===== src/rtl/fire_ctrl_pkg.sv =====
// Shared types, defaults and the round-robin search helper for the
// fire alarm sequencer and its input sampler.
package fire_ctrl_pkg;

    typedef enum logic {
        IDLE,
        SHOW
    } state_t;

    localparam int MAX_CH = 16;

    localparam int DEF_OUT_W = 11;
    localparam logic [DEF_OUT_W-1:0] DEF_IDLE_CODE = 11'h000;

    // Channel i occupies bits [i*OUT_W +: OUT_W], so channel 0 (0x088)
    // sits in the least significant slot.
    localparam logic [4*DEF_OUT_W-1:0] DEF_CODE_TABLE =
        {11'h401, 11'h202, 11'h104, 11'h088};

    // First set bit of mask strictly after cur, wrapping modulo n.
    // cur itself is found last, so a sole pending channel keeps itself.
    function automatic logic [3:0] next_pending(
        input logic [MAX_CH-1:0] mask,
        input logic [3:0]        cur,
        input int                n
    );
        logic [3:0] res;
        logic       found;
        int         idx;
        res   = cur;
        found = 1'b0;
        for (int k = 1; k <= MAX_CH; k++) begin
            idx = (int'(cur) + k) % n;
            if (k <= n && !found && mask[idx[3:0]]) begin
                res   = idx[3:0];
                found = 1'b1;
            end
        end
        return res;
    endfunction

endpackage


===== src/rtl/fire_alarm_sequencer_sample_sync.sv =====
// One sensor channel: two-flop synchronisers on sensor and strobe plus
// strobe rising-edge detect. Ports: clk, reset_n, sensor, sample_en -> set.
module sample_sync (
    input  logic clk,
    input  logic reset_n,
    input  logic sensor,
    input  logic sample_en,
    output logic set
);

    logic sens_q1;
    logic sens_q2;
    logic en_q1;
    logic en_q2;
    logic en_prev;

    always_ff @(posedge clk or negedge reset_n) begin
        if (!reset_n) begin
            sens_q1 <= 1'b0;
            sens_q2 <= 1'b0;
            en_q1   <= 1'b0;
            en_q2   <= 1'b0;
            en_prev <= 1'b0;
        end else begin
            sens_q1 <= sensor;
            sens_q2 <= sens_q1;
            en_q1   <= sample_en;
            en_q2   <= en_q1;
            en_prev <= en_q2;
        end
    end

    // Only a strobe rise with the sensor active raises an alarm; a low
    // sensor on a strobe leaves the sticky bit alone.
    assign set = en_q2 & ~en_prev & sens_q2;

endmodule


===== src/rtl/fire_alarm_sequencer.sv =====
// Sticky N-channel alarm latch with round-robin display of pending codes.
// Ports: clk, reset_n, sensor, sample_en, ack -> Y, alarm, active_ch, pending.
// Option FIRE_PRIORITY_PREEMPT_EN: pending ch0 pins the display to ch0.
module fire_alarm_sequencer
    import fire_ctrl_pkg::*;
#(
    parameter int N_CH         = 4,
    parameter int OUT_W        = DEF_OUT_W,
    parameter int DWELL_CYCLES = 50_000_000,
    parameter logic [N_CH*OUT_W-1:0] CODE_TABLE = DEF_CODE_TABLE,
    parameter logic [OUT_W-1:0]      IDLE_CODE  = DEF_IDLE_CODE
) (
    input  logic                    clk,
    input  logic                    reset_n,
    input  logic [N_CH-1:0]         sensor,
    input  logic [N_CH-1:0]         sample_en,
    input  logic                    ack,
    output logic [OUT_W-1:0]        Y,
    output logic                    alarm,
    output logic [$clog2(N_CH)-1:0] active_ch,
    output logic [N_CH-1:0]         pending
);

    localparam int CHW = $clog2(N_CH);
    localparam int CW  = $clog2(DWELL_CYCLES);
    localparam logic [CW-1:0] TERM = CW'(DWELL_CYCLES - 1);

    state_t           state, state_n;
    logic [CHW-1:0]   cur, cur_n;
    logic [CW-1:0]    cnt, cnt_n;
    logic [N_CH-1:0]  pend, pend_n;
    logic             adv, adv_n;
    logic [OUT_W-1:0] y_n;
    logic             alarm_n;

    logic [N_CH-1:0]   set;
    logic [MAX_CH-1:0] mask;
    logic [3:0]        cur4;
    logic [CHW-1:0]    first_ch;
    logic [CHW-1:0]    rr_ch;
    logic [N_CH-1:0]   cur_mask;

    for (genvar i = 0; i < N_CH; i++) begin : g_ch
        sample_sync u_sync (
            .clk       (clk),
            .reset_n   (reset_n),
            .sensor    (sensor[i]),
            .sample_en (sample_en[i]),
            .set       (set[i])
        );
    end

    always_comb begin
        mask = '0;
        mask[N_CH-1:0] = pend;
        cur4 = '0;
        cur4[CHW-1:0] = cur;
    end

    assign first_ch = CHW'(next_pending(mask, 4'(N_CH - 1), N_CH));
    assign rr_ch    = CHW'(next_pending(mask, cur4, N_CH));
    assign cur_mask = N_CH'(1) << cur;

    always_ff @(posedge clk or negedge reset_n) begin
        if (!reset_n) begin
            state <= IDLE;
            cur   <= '0;
            cnt   <= '0;
            pend  <= '0;
            adv   <= 1'b0;
            Y     <= IDLE_CODE;
            alarm <= 1'b0;
        end else begin
            state <= state_n;
            cur   <= cur_n;
            cnt   <= cnt_n;
            pend  <= pend_n;
            adv   <= adv_n;
            Y     <= y_n;
            alarm <= alarm_n;
        end
    end

    always_comb begin
        state_n = state;
        cur_n   = cur;
        cnt_n   = cnt;
        adv_n   = 1'b0;
        pend_n  = pend | set;
        unique case (state)
            IDLE: begin
                cur_n = '0;
                cnt_n = '0;
                if (pend != '0) begin
                    state_n = SHOW;
                    cur_n   = first_ch;
                end
            end
            SHOW: begin
                if (adv) begin
                    // Edge after an ack: move on, or drop to idle.
                    cnt_n = '0;
                    if (pend == '0) begin
                        state_n = IDLE;
                        cur_n   = '0;
                    end else begin
                        cur_n = rr_ch;
                    end
                end else if (ack) begin
                    // A simultaneous set re-arms the channel.
                    pend_n = (pend & ~cur_mask) | set;
                    cnt_n  = '0;
                    adv_n  = 1'b1;
                end else if (cnt == TERM) begin
                    cnt_n = '0;
                    cur_n = rr_ch;
                end else begin
                    cnt_n = cnt + CW'(1);
                end
`ifdef FIRE_PRIORITY_PREEMPT_EN
                if (pend[0] && !adv_n && state_n == SHOW) begin
                    if (cur != '0) begin
                        cnt_n = '0;
                    end
                    cur_n = '0;
                end
`endif
            end
            default: begin
                state_n = IDLE;
                cur_n   = '0;
                cnt_n   = '0;
            end
        endcase
    end

    always_comb begin
        y_n     = IDLE_CODE;
        alarm_n = 1'b0;
        if (state_n == SHOW) begin
            y_n     = CODE_TABLE[int'(cur_n)*OUT_W +: OUT_W];
            alarm_n = 1'b1;
        end
    end

    assign active_ch = cur;
    assign pending   = pend;

endmodule


===== config.mk =====
export PLATFORM = sky130hd
export DESIGN_NAME = fire_alarm_sequencer
export DESIGN_NICKNAME = d
export VERILOG_FILES = /design/src/rtl/fire_ctrl_pkg.sv /design/src/rtl/fire_alarm_sequencer_sample_sync.sv /design/src/rtl/fire_alarm_sequencer.sv
export SDC_FILE = /design/constraint.sdc
export NUM_CORES = 1
export LEC_CHECK = 0
export ABC_AREA = 1
export BUFFER_PORTS_ARGS = -buffer_cell sky130_fd_sc_hd__buf_2
export CAP_MARGIN = 25
export CORE_ASPECT_RATIO = 0.9
export CORE_MARGIN = 1
export CORE_UTILIZATION = 60
export CTS_BUF_LIST = sky130_fd_sc_hd__clkbuf_8 sky130_fd_sc_hd__clkbuf_16
export DETAILED_ROUTE_END_ITERATION = 8
export GPL_TIMING_DRIVEN = 0
export PLACE_DENSITY = 0.92
export SYNTH_ARGS = -nofsm -noshare
export SYNTH_HDL_FRONTEND = slang
export SYNTH_SLANG_ARGS = --single-unit

===== constraint.sdc =====
create_clock -name clk -period 6.01 [get_ports clk]
set_clock_uncertainty 0.1 [all_clocks]
set_input_delay 1.202 -clock clk [delete_from_list [all_inputs] [get_ports clk]]
set_output_delay 1.202 -clock clk [all_outputs]
set_load 0.01 [all_outputs]

# == After elaboration in Yosys (flattened, before gate mapping) ==
# Cells that the tools add are included.
# op_classes
n_lt_le_gt_ge,4
eq_ne,1
reduce_logical,18
shift,2
mul,1
add_sub_neg,5
bitwise_logic,21
muxes,44
# ops
op,count
2-to-1 mux 26 bit,3
case mux 26 bit (2 select lines),1
indexed part select 44 x 7 -> 11 bit (first input constant),1
adder 26 x 1 -> 26 bit (second input constant),1
equality test 26 bit (second input constant),1
2-to-1 mux 2 bit,13
< comparator 4 x 5 -> 1 bit (second input constant),4
2-to-1 mux 1 bit,17
binary-select mux 1 bit (select 3 bit),4
2-to-1 mux 4 bit,3
2-to-1 mux 11 bit,1
bitwise AND 1 bit,8
OR 4 bit,2
OR reduction 2 bit,4
logical AND 1 bit,6
zero test 1 bit,6
multiplier 2 x 4 -> 6 bit (second input constant),1
inverter 1 bit,5
adder 2 x 1 -> 2 bit (second input constant),2
adder 2 bit (second input constant),2
bitwise AND 1 bit (first input constant),4
bitwise AND 4 bit,1
zero test 4 bit,1
inverter 4 bit,1
4 further kinds,4
# word_totals
word_cells,123
inputBits,11
out_inout_bits,18
ff_bits,66

# == Depth between registers and ports, before layout ==
# Gate-level depths: netlist (run 1).
# logic_depth
depth_word,22
mapped_depth,15
ltp_nobuf,14

# == Modules after synthesis ==
# From an unflattened synthesis (run 1), not the netlist that was laid out.
# unflattened
cells_unflattened,326
area_unflattened_um2,2808.9
# modules_own_cells
module,area_each_um2,instances,cells_each
fire_alarm_sequencer,2268.4,1,298
sample_sync,135.1,4,7

# == Worst setup path after synthesis (run 1) ==
# Ideal clock, no wire load.
# synth_path
path_kind,flip-flop to flip-flop
startpoint,reg cur[0] (netlist: active_ch[0])
endpoint,reg Y[8]
stages_incl_launch_ff,16
t_required_ns,5.794
period_less_slack_ns,2.000
arrival_ns,1.783
slack_ns,4.010
cell_sequence,dfrtp_1 -> buf_2 -> inv_2 -> ha_1 -> inv_1 -> nand3_1 -> nand2_1 -> inv_1 -> nand3_1 -> nand2_1 -> nand3_1 -> nand2_1 -> nand2_2 -> nand2_2 -> inv_2 -> nor2_1
# synth_via
elab_chain_cells,22
elab_cells_between_ends,41
classes_between,add/sub: 4; mul: 1; shift: 1; mux: 21; bitwise: 4; reduce/logical: 10
# synth_rtl
element,line,rtl
start: declaration,fire_alarm_sequencer.sv:29,"logic [CHW-1:0] cur, cur_n;"
start signal: assignment,fire_alarm_sequencer.sv:75,cur <= cur_n;
adder 2 x 1 -> 2 bit,fire_ctrl_pkg.sv:33,idx = (int'(cur) + k) % n;
OR reduction 2 bit (no source line),-,
bitwise AND 1 bit (no source line),-,
binary-select mux 1 bit (select 3 bit),fire_ctrl_pkg.sv:34,if (k <= n && !found && mask[idx[3:0]]) begin
2-to-1 mux 1 bit (not written as such),fire_ctrl_pkg.sv:34,
2-to-1 mux 1 bit,fire_ctrl_pkg.sv:34,
zero test 1 bit,fire_ctrl_pkg.sv:34,
logical AND 1 bit,fire_ctrl_pkg.sv:34,
[... 7 more ...],-,
2-to-1 mux 2 bit,fire_alarm_sequencer.sv:114,end else if (cnt == TERM) begin
2-to-1 mux 2 bit,fire_alarm_sequencer.sv:109,end else if (ack) begin
2-to-1 mux 2 bit *,fire_alarm_sequencer.sv:100,if (adv) begin
case mux 2 bit (2 select lines) *,fire_alarm_sequencer.sv:90,unique case (state)
via cur_n[0],fire_alarm_sequencer.sv:29,
multiplier 2 x 4 -> 6 bit *,fire_alarm_sequencer.sv:141,y_n = CODE_TABLE[int'(cur_n)*OUT_W +: OUT_W];
indexed part select 44 x 7 -> 11 bit *,fire_alarm_sequencer.sv:141,
2-to-1 mux 11 bit *,fire_alarm_sequencer.sv:140,if (state_n == SHOW) begin
end signal: assignment,fire_alarm_sequencer.sv:79,Y <= y_n;
end: declaration,fire_alarm_sequencer.sv:18,"output logic [OUT_W-1:0] Y,"
# Mark *: on every way through the listed nets, which the timed path passes. The rest lies on a longest branch. The select of a mux whose other input is x is not followed.

# == Worst setup path after layout (run 1) ==
# layout_path
startpoint,reg cur[1] (netlist: active_ch[1])
endpoint,out active_ch[1]
# layout_rtl
element,line,rtl
end: declaration,fire_alarm_sequencer.sv:20,"output logic [$clog2(N_CH)-1:0] active_ch,"
# No word-level cell between the ends.

==> metrics.yaml, run 1 <==
outcome: "finished, final reports clean"
grt_pass1_wl_mm: 9.82
netlist_top_cells_area: "dfrtp_1 52%, nand2_1 8.8%, nor2_1 5.5%"
drcViolationCount: 0
grt_use_total_pct: 27.6
die_area_um2: 4970
hold_buffers: 0
seqPwrFrac_pct: 36.3
slew_violations: 0
firstDrtPassIters: 5
fin_setup_tns_ns: 0
drt_iter0_markers: 271
dr_wl_met2_mm: 2.86
worstPathRequired_ns: 4.71
p_per_area_nw_per_um2: 392
path_cells: "buf_2"
htree_levels: 3
area_growth_pct: 17.0
crit_family: "flip-flops"
maxCapViolations: 0
p_int_w: 0.000850
ys_seq_elements: 58
drive_above_1_share_pct: 22.3
via_per_inst: 5.45
final_nets: 375
synthArstFlopShare_pct: 100
worstSkewPairLatency_ns: 0.34
clock_power_share_pct: 35.0
nFillCells: 302
setup_viol_count_final: 0
yosysMostFrequentCell: "nand2_1"
cp_slowest_cell: "dfrtp_1"
slowest_delay_ns: 0.49
critPathCaptureType: "output port"
grt.overflow.total: 0
totalWireLength_mm: 6.03
total_power_w: 0.00129
core_area_um2: 4490
cts_buffer_depth: 2
wl_per_cell_um: 14.1
yosysTopAreaCellShare_pct: 51.5
grt_pass1_vias: 2103
startpoint_type: "register"
ys_types: 37
grt_max_degree: 45
start_util_pct: 62.8
highest_layer: "met4"
path_buf_inv: 1
yosys.area.top_type: "dfrtp_1"
met1_length_mm: 2.63
port_buffers: 25
arrival_ns: 1.02
hold_viol: 0
numCtsBuffers: 9
netlist_area_um2: 2820
swShare_pct: 34.2
ios: 29
post_cts.repair.setup_buffers: 0
num_vias: 2321
rsz0062_at_grt: "no"
layout_min_cycle_time_ns: 2.32
cts_tree: "yes"
critical_path.max_fanout: 6
syn_area_per_cell_um2: 8.81
dpl.hpwl_mm: 4.06
cts_sinks: 58
num_antenna_cells: 0
p_leak_nw: 1.64
path_class: "register to output port"
clk_pin_slew_ns: 0.07
fmax_mhz: 431
antenna_found_initial: 0
period_share_pct: 38.6
rows: 23
antenna_left: 0
synth_edf_count: 0
hp-class: "register to register"
yosys_most_used_dff: "dfrtp_1"
synth_common_cells: "66 x nand2_1, 58 x dfrtp_1, 41 x nor2_1"
dieWidth_um: 74.2
yosysWarnings: 0
cts-resized-gates: 0
irDropWorstVdd_v: 0.000231
cts_root_buf: "clkbuf_8"
netlist_instances: 320
power_frac_comb_pct: 28.8
die-height_um: 67.0
p_sw_w: 0.000442
wl_met3_um: 417
gp_congestion: 0.910
yosysSeqAreaShare_pct: 51.5
==> layer usage <==
metal / up-vias / GRT usage, %
met2: 109 / 41.5
li1: 1118 / -
met4: 0 / 14.4
met1: 1080 / 36.5
met5: - / 0
met3: 14 / 7.26
==> cells by family after synthesis <==
family	after synthesis	synth area share (%)
and+or+nand+nor	175	30.6
DFF	58	51.5
buffers and inverters	48	7.42
AOI/OAI and AO/OA	26	5.99
xor gates and xnor gates	7	2.18
adders and majority gates	5	2.22
other	1	0.133
==> layout by cell type, fill, tap and decap left out, types with 3 or more instances in the layout <==
master / Yosys / final
nand2_1: 66 / 66
dfrtp_1: 58 / 58
nor2_1: 41 / 41
inv_1: 32 / 32
buf_2: 2 / 27
nand3_1: 26 / 26
a21oi_1: 10 / 10
nand4_1: 9 / 9
clkbuf_8: 0 / 9
inv_2: 7 / 7
nand2_2: 7 / 7
buf_4: 7 / 7
xor2_1: 6 / 6
nor2_2: 5 / 5
nor3_1: 5 / 5
o21ai_0: 5 / 5
ha_1: 5 / 5
a32o_1: 4 / 4
conb_1: 1 / 3
bufinv_16: 0 / 3
==> worst paths after layout <==
path	from	end	slack, ns	depth (start not counted)
hold / removal	g_ch[1].u_sync.sens_q1$_DFF_PN0_	g_ch[1].u_sync.sens_q2$_DFF_PN0_	0.25	0
setup / recovery	active_ch[1]$_DFF_PN0_	active_ch[1]	3.69	1
max in group asynchronous	reset_n	g_ch[3].u_sync.sens_q1$_DFF_PN0_	4.62	2
hold reg to reg	g_ch[1].u_sync.sens_q1$_DFF_PN0_	g_ch[1].u_sync.sens_q2$_DFF_PN0_	0.25	0
setup reg to reg	active_ch[0]$_DFF_PN0_	Y[7]$_DFF_PN0_	3.76	14
min in group asynchronous	reset_n	cnt[20]$_DFF_PN0_	0.66	1
==> area by class of cell <==
type | instances | area (um2) | area share [%]
inverters | 39 | 146 | 4.44
clock inverters | 7 | 125 | 3.80
clock buffers | 9 | 124 | 3.76
well taps | 62 | 77.6 | 2.35
repair buffers | 26 | 145 | 4.40
multi-input cells | 216 | 1160 | 35.3
flip-flops and latches | 58 | 1450 | 44.0
plain buffers | 9 | 62.6 | 1.90
==> sequential cells by signal, indices dropped and copies added, names as in the netlist <==
register and count:
cnt 26, active_ch 2, adv 1, pending 4
g_ch.u_sync.en_prev 4, Y 4, alarm 1, g_ch.u_sync.sens_q1 4
g_ch.u_sync.en_q2 4, g_ch.u_sync.en_q1 4, g_ch.u_sync.sens_q2 4
==> power by group through the flow <==
stage	Sequential [W]	Clock (W)	Combinational (W)
after global placement	0.000471	0	0.000347
after CTS	0.000469	0.000459	0.000369
after global routing	0.000475	0.000474	0.000423
final	0.000469	0.000452	0.000372
after floorplan	0.000481	0	0.000250
after detailed placement	0.000474	0	0.000364
==> stage by stage <==
stage	worst slack (ns)	std cells	cell area [um2]	utilization, %	hold slack, ns
after floorplan	4.01	322	2830	-	0.231
after global placement	3.63	409	3030	67.4	0.232
after detailed placement	3.68	410	3050	67.9	0.235
after CTS	3.67	426	3300	73.4	0.251
after global routing	3.57	426	3300	73.4	0.264
final	3.69	426	3300	73.4	0.249
Note: power is estimated with default switching activity, not from simulation.
==> inputs of run 2 (changes only) <==
--- a/config.mk
+++ b/config.mk
@@ -10,11 +10,11 @@
 export CAP_MARGIN = 25
 export CORE_ASPECT_RATIO = 0.9
 export CORE_MARGIN = 1
-export CORE_UTILIZATION = 60
+export CORE_UTILIZATION = 53
 export CTS_BUF_LIST = sky130_fd_sc_hd__clkbuf_8 sky130_fd_sc_hd__clkbuf_16
 export DETAILED_ROUTE_END_ITERATION = 8
 export GPL_TIMING_DRIVEN = 0
-export PLACE_DENSITY = 0.92
+export PLACE_DENSITY = 0.87
 export SYNTH_ARGS = -nofsm -noshare
 export SYNTH_HDL_FRONTEND = slang
 export SYNTH_SLANG_ARGS = --single-unit
==> constraint.sdc (replaced) <==
create_clock -name clk -period 2 [get_ports clk]
set_clock_uncertainty 0.1 [all_clocks]
set_input_delay 0.4 -clock clk [delete_from_list [all_inputs] [get_ports clk]]
set_output_delay 0.4 -clock clk [all_outputs]
set_load 0.01 [all_outputs]
==> run 2 against run 1 <==
  * Combinational power rose to 3.7 times the previous value
  * First-iteration DRC count shrank 32%
  * Design area up 3.1%
  * Via count up 4.0%
  * Sequential share of layout area down 1.3 points
  * Clock power grew to 2.9 times the previous value
  * Routed wire length rose by 1.3%
  * Non-clock buffer count up 4
  * Sequential cell count did not move
  * Utilization decreased by 5.2 points
==> metrics.yaml, run 2 (synthesized netlist as in run 1, its figures left out) <==
outcome: "finished, final reports clean"
largest_reg_flops: 26
final_nets: 379
die_area_um2: 5610
worstSkewPairLatency_ns: 0.34
dieWidth_um: 78.9
antenna_left: 0
num_vias: 2413
p_per_area_nw_per_um2: 1210
antenna_found_initial: 0
dr_wl_met2_mm: 2.92
hold_viol: 0
grt_use_total_pct: 24.1
multi_input_area_um2: 1220
tightest_slew_ns: 0.620
cts_sinks: 58
critical_path.max_fanout: 7
grt_max_degree: 34
r2r_end: "Y[8]$_DFF_PN0_"
hp-class: "primary input to register"
die-height_um: 71.2
cts_root_buf: "clkbuf_8"
pre_cts_ws_ns: -0.237
wl_met3_um: 411
hold_end: "g_ch[3].u_sync.en_q1$_DFF_PN0_"
met1_length_mm: 2.63
worstPathRequired_ns: 2.17
ff_latch_area_um2: 1450
via_per_inst: 5.59
irDropWorstVdd_v: 0.000616
drcViolationCount: 0
fmax_mhz: 521
clk_pin_slew_ns: 0.07
r2r_slack_ns: 0.08
wl_per_cell_um: 14.1
dpl.hpwl_mm: 4.04
holdPathStages: 1
gp_congestion: 0.919
fin_setup_tns_ns: 0
startpoint_type: "register"
drive_above_1_share_pct: 27.0
totalWireLength_mm: 6.11
start_util_pct: 56.5
numCtsBuffers: 9
drt_iter0_markers: 183
fin_ws_ns: 0.0798
critPathCaptureType: "register"
r2r_cells: 15
max_flop_register: "cnt"
r2r_start: "active_ch[0]$_DFF_PN0_"
cts_buffer_depth: 2
htree_levels: 3
path_class: "register to register"
rsz0062_at_grt: "yes"
layout_min_cycle_time_ns: 1.92
maxCapViolations: 0
period_share_pct: 96.0
grt_pass1_wl_mm: 10.1
hold_slack_ns: 0.0660
highest_layer: "met4"
grt_pass1_vias: 2255
core_area_um2: 4980
relSlewSlack_pct: 58.7
cts_tree: "yes"
rows: 24
grt.overflow.total: 0
ios: 29
nFillCells: 357
arrival_ns: 2.09
firstDrtPassIters: 5
hold_start: "sample_en[3]"
layout_common_cells: "61 x nand2_1, 57 x dfrtp_1, 40 x nor2_1"
setup_viol_count_final: 0
area_growth_pct: 20.6
p_leak_nw: 1.67
port_buffers: 25
final_common_cell: "nand2_1"
slew_violations: 0
num_antenna_cells: 0
post-route-util_pct: 68.2
-- run 2: how the worst max path moves through the flow --
stage,endpoint,start,slack (ns)
after floorplan,Y[8]$_DFF_PN0_,active_ch[0]$_DFF_PN0_,0.0005
after global placement,Y[8]$_DFF_PN0_,active_ch[0]$_DFF_PN0_,-0.13
after detailed placement,Y[8]$_DFF_PN0_,active_ch[0]$_DFF_PN0_,-0.24
after CTS,Y[8]$_DFF_PN0_,active_ch[0]$_DFF_PN0_,0.01
after global routing,Y[8]$_DFF_PN0_,active_ch[0]$_DFF_PN0_,-0.03
final,Y[8]$_DFF_PN0_,active_ch[0]$_DFF_PN0_,0.08
-- run 2: report_power, final --
part | switching [W] | total, W | internal, W
combinational | 0.000842 | 0.00139 | 0.000546
sequential | 0.000121 | 0.00142 | 0.00130
clock | 0.000458 | 0.00131 | 0.000852
-- run 2: worst max-delay path, stage by stage (launching register included) --
cell and delay, ns:
dfrtp_1 0.37, buf_6 0.14, inv_6 0.05, ha_4 0.28, inv_2 0.05, nand3_2 0.08, nand2_2 0.07, inv_2 0.06
nand3_1 0.08, nand2_1 0.12, nand3_1 0.09, nand2_1 0.08, nand2_2 0.08, nand2_4 0.08, inv_2 0.04, nor2_1 0.10
-- run 2: layout make-up --
class                      count  share of cell area, %
multi-input combinational    216                   35.9
sequential                    58                   42.7
inverter                      39                   4.60
clock buffer                  10                   4.05
buffer                         9                   2.10
clock inverter                 5                   3.02
tap                           65                   2.39
timing repair buffer          30                   5.23
-- run 2: per-stage QoR --
| step | cells | area [um2] | power (W) |
|---|---|---|---|
| after floorplan | 322 | 2830 | 0.00220 |
| after detailed placement | 413 | 3050 | 0.00253 |
| after global routing | 432 | 3400 | 0.00433 |
| final | 432 | 3400 | 0.00411 |
| after global placement | 412 | 3030 | 0.00246 |
| after CTS | 430 | 3340 | 0.00392 |
-- run 2: metal layers --
metal,track usage (%),up-vias
met5,0,-
met4,12.3,0
met3,6.45,21
met2,37.7,117
met1,31.0,1160
li1,-,1115
-- run 2: repair_timing --
action / in CTS / in global routing
setup endpoints to repair: 17 / 7
hold buffers: 1 / 0
endpoints found under the hold margin: 25 / 0
gates resized for setup: 8 / 16
pin swaps: 0 / 3
setup buffers: 1 / 2
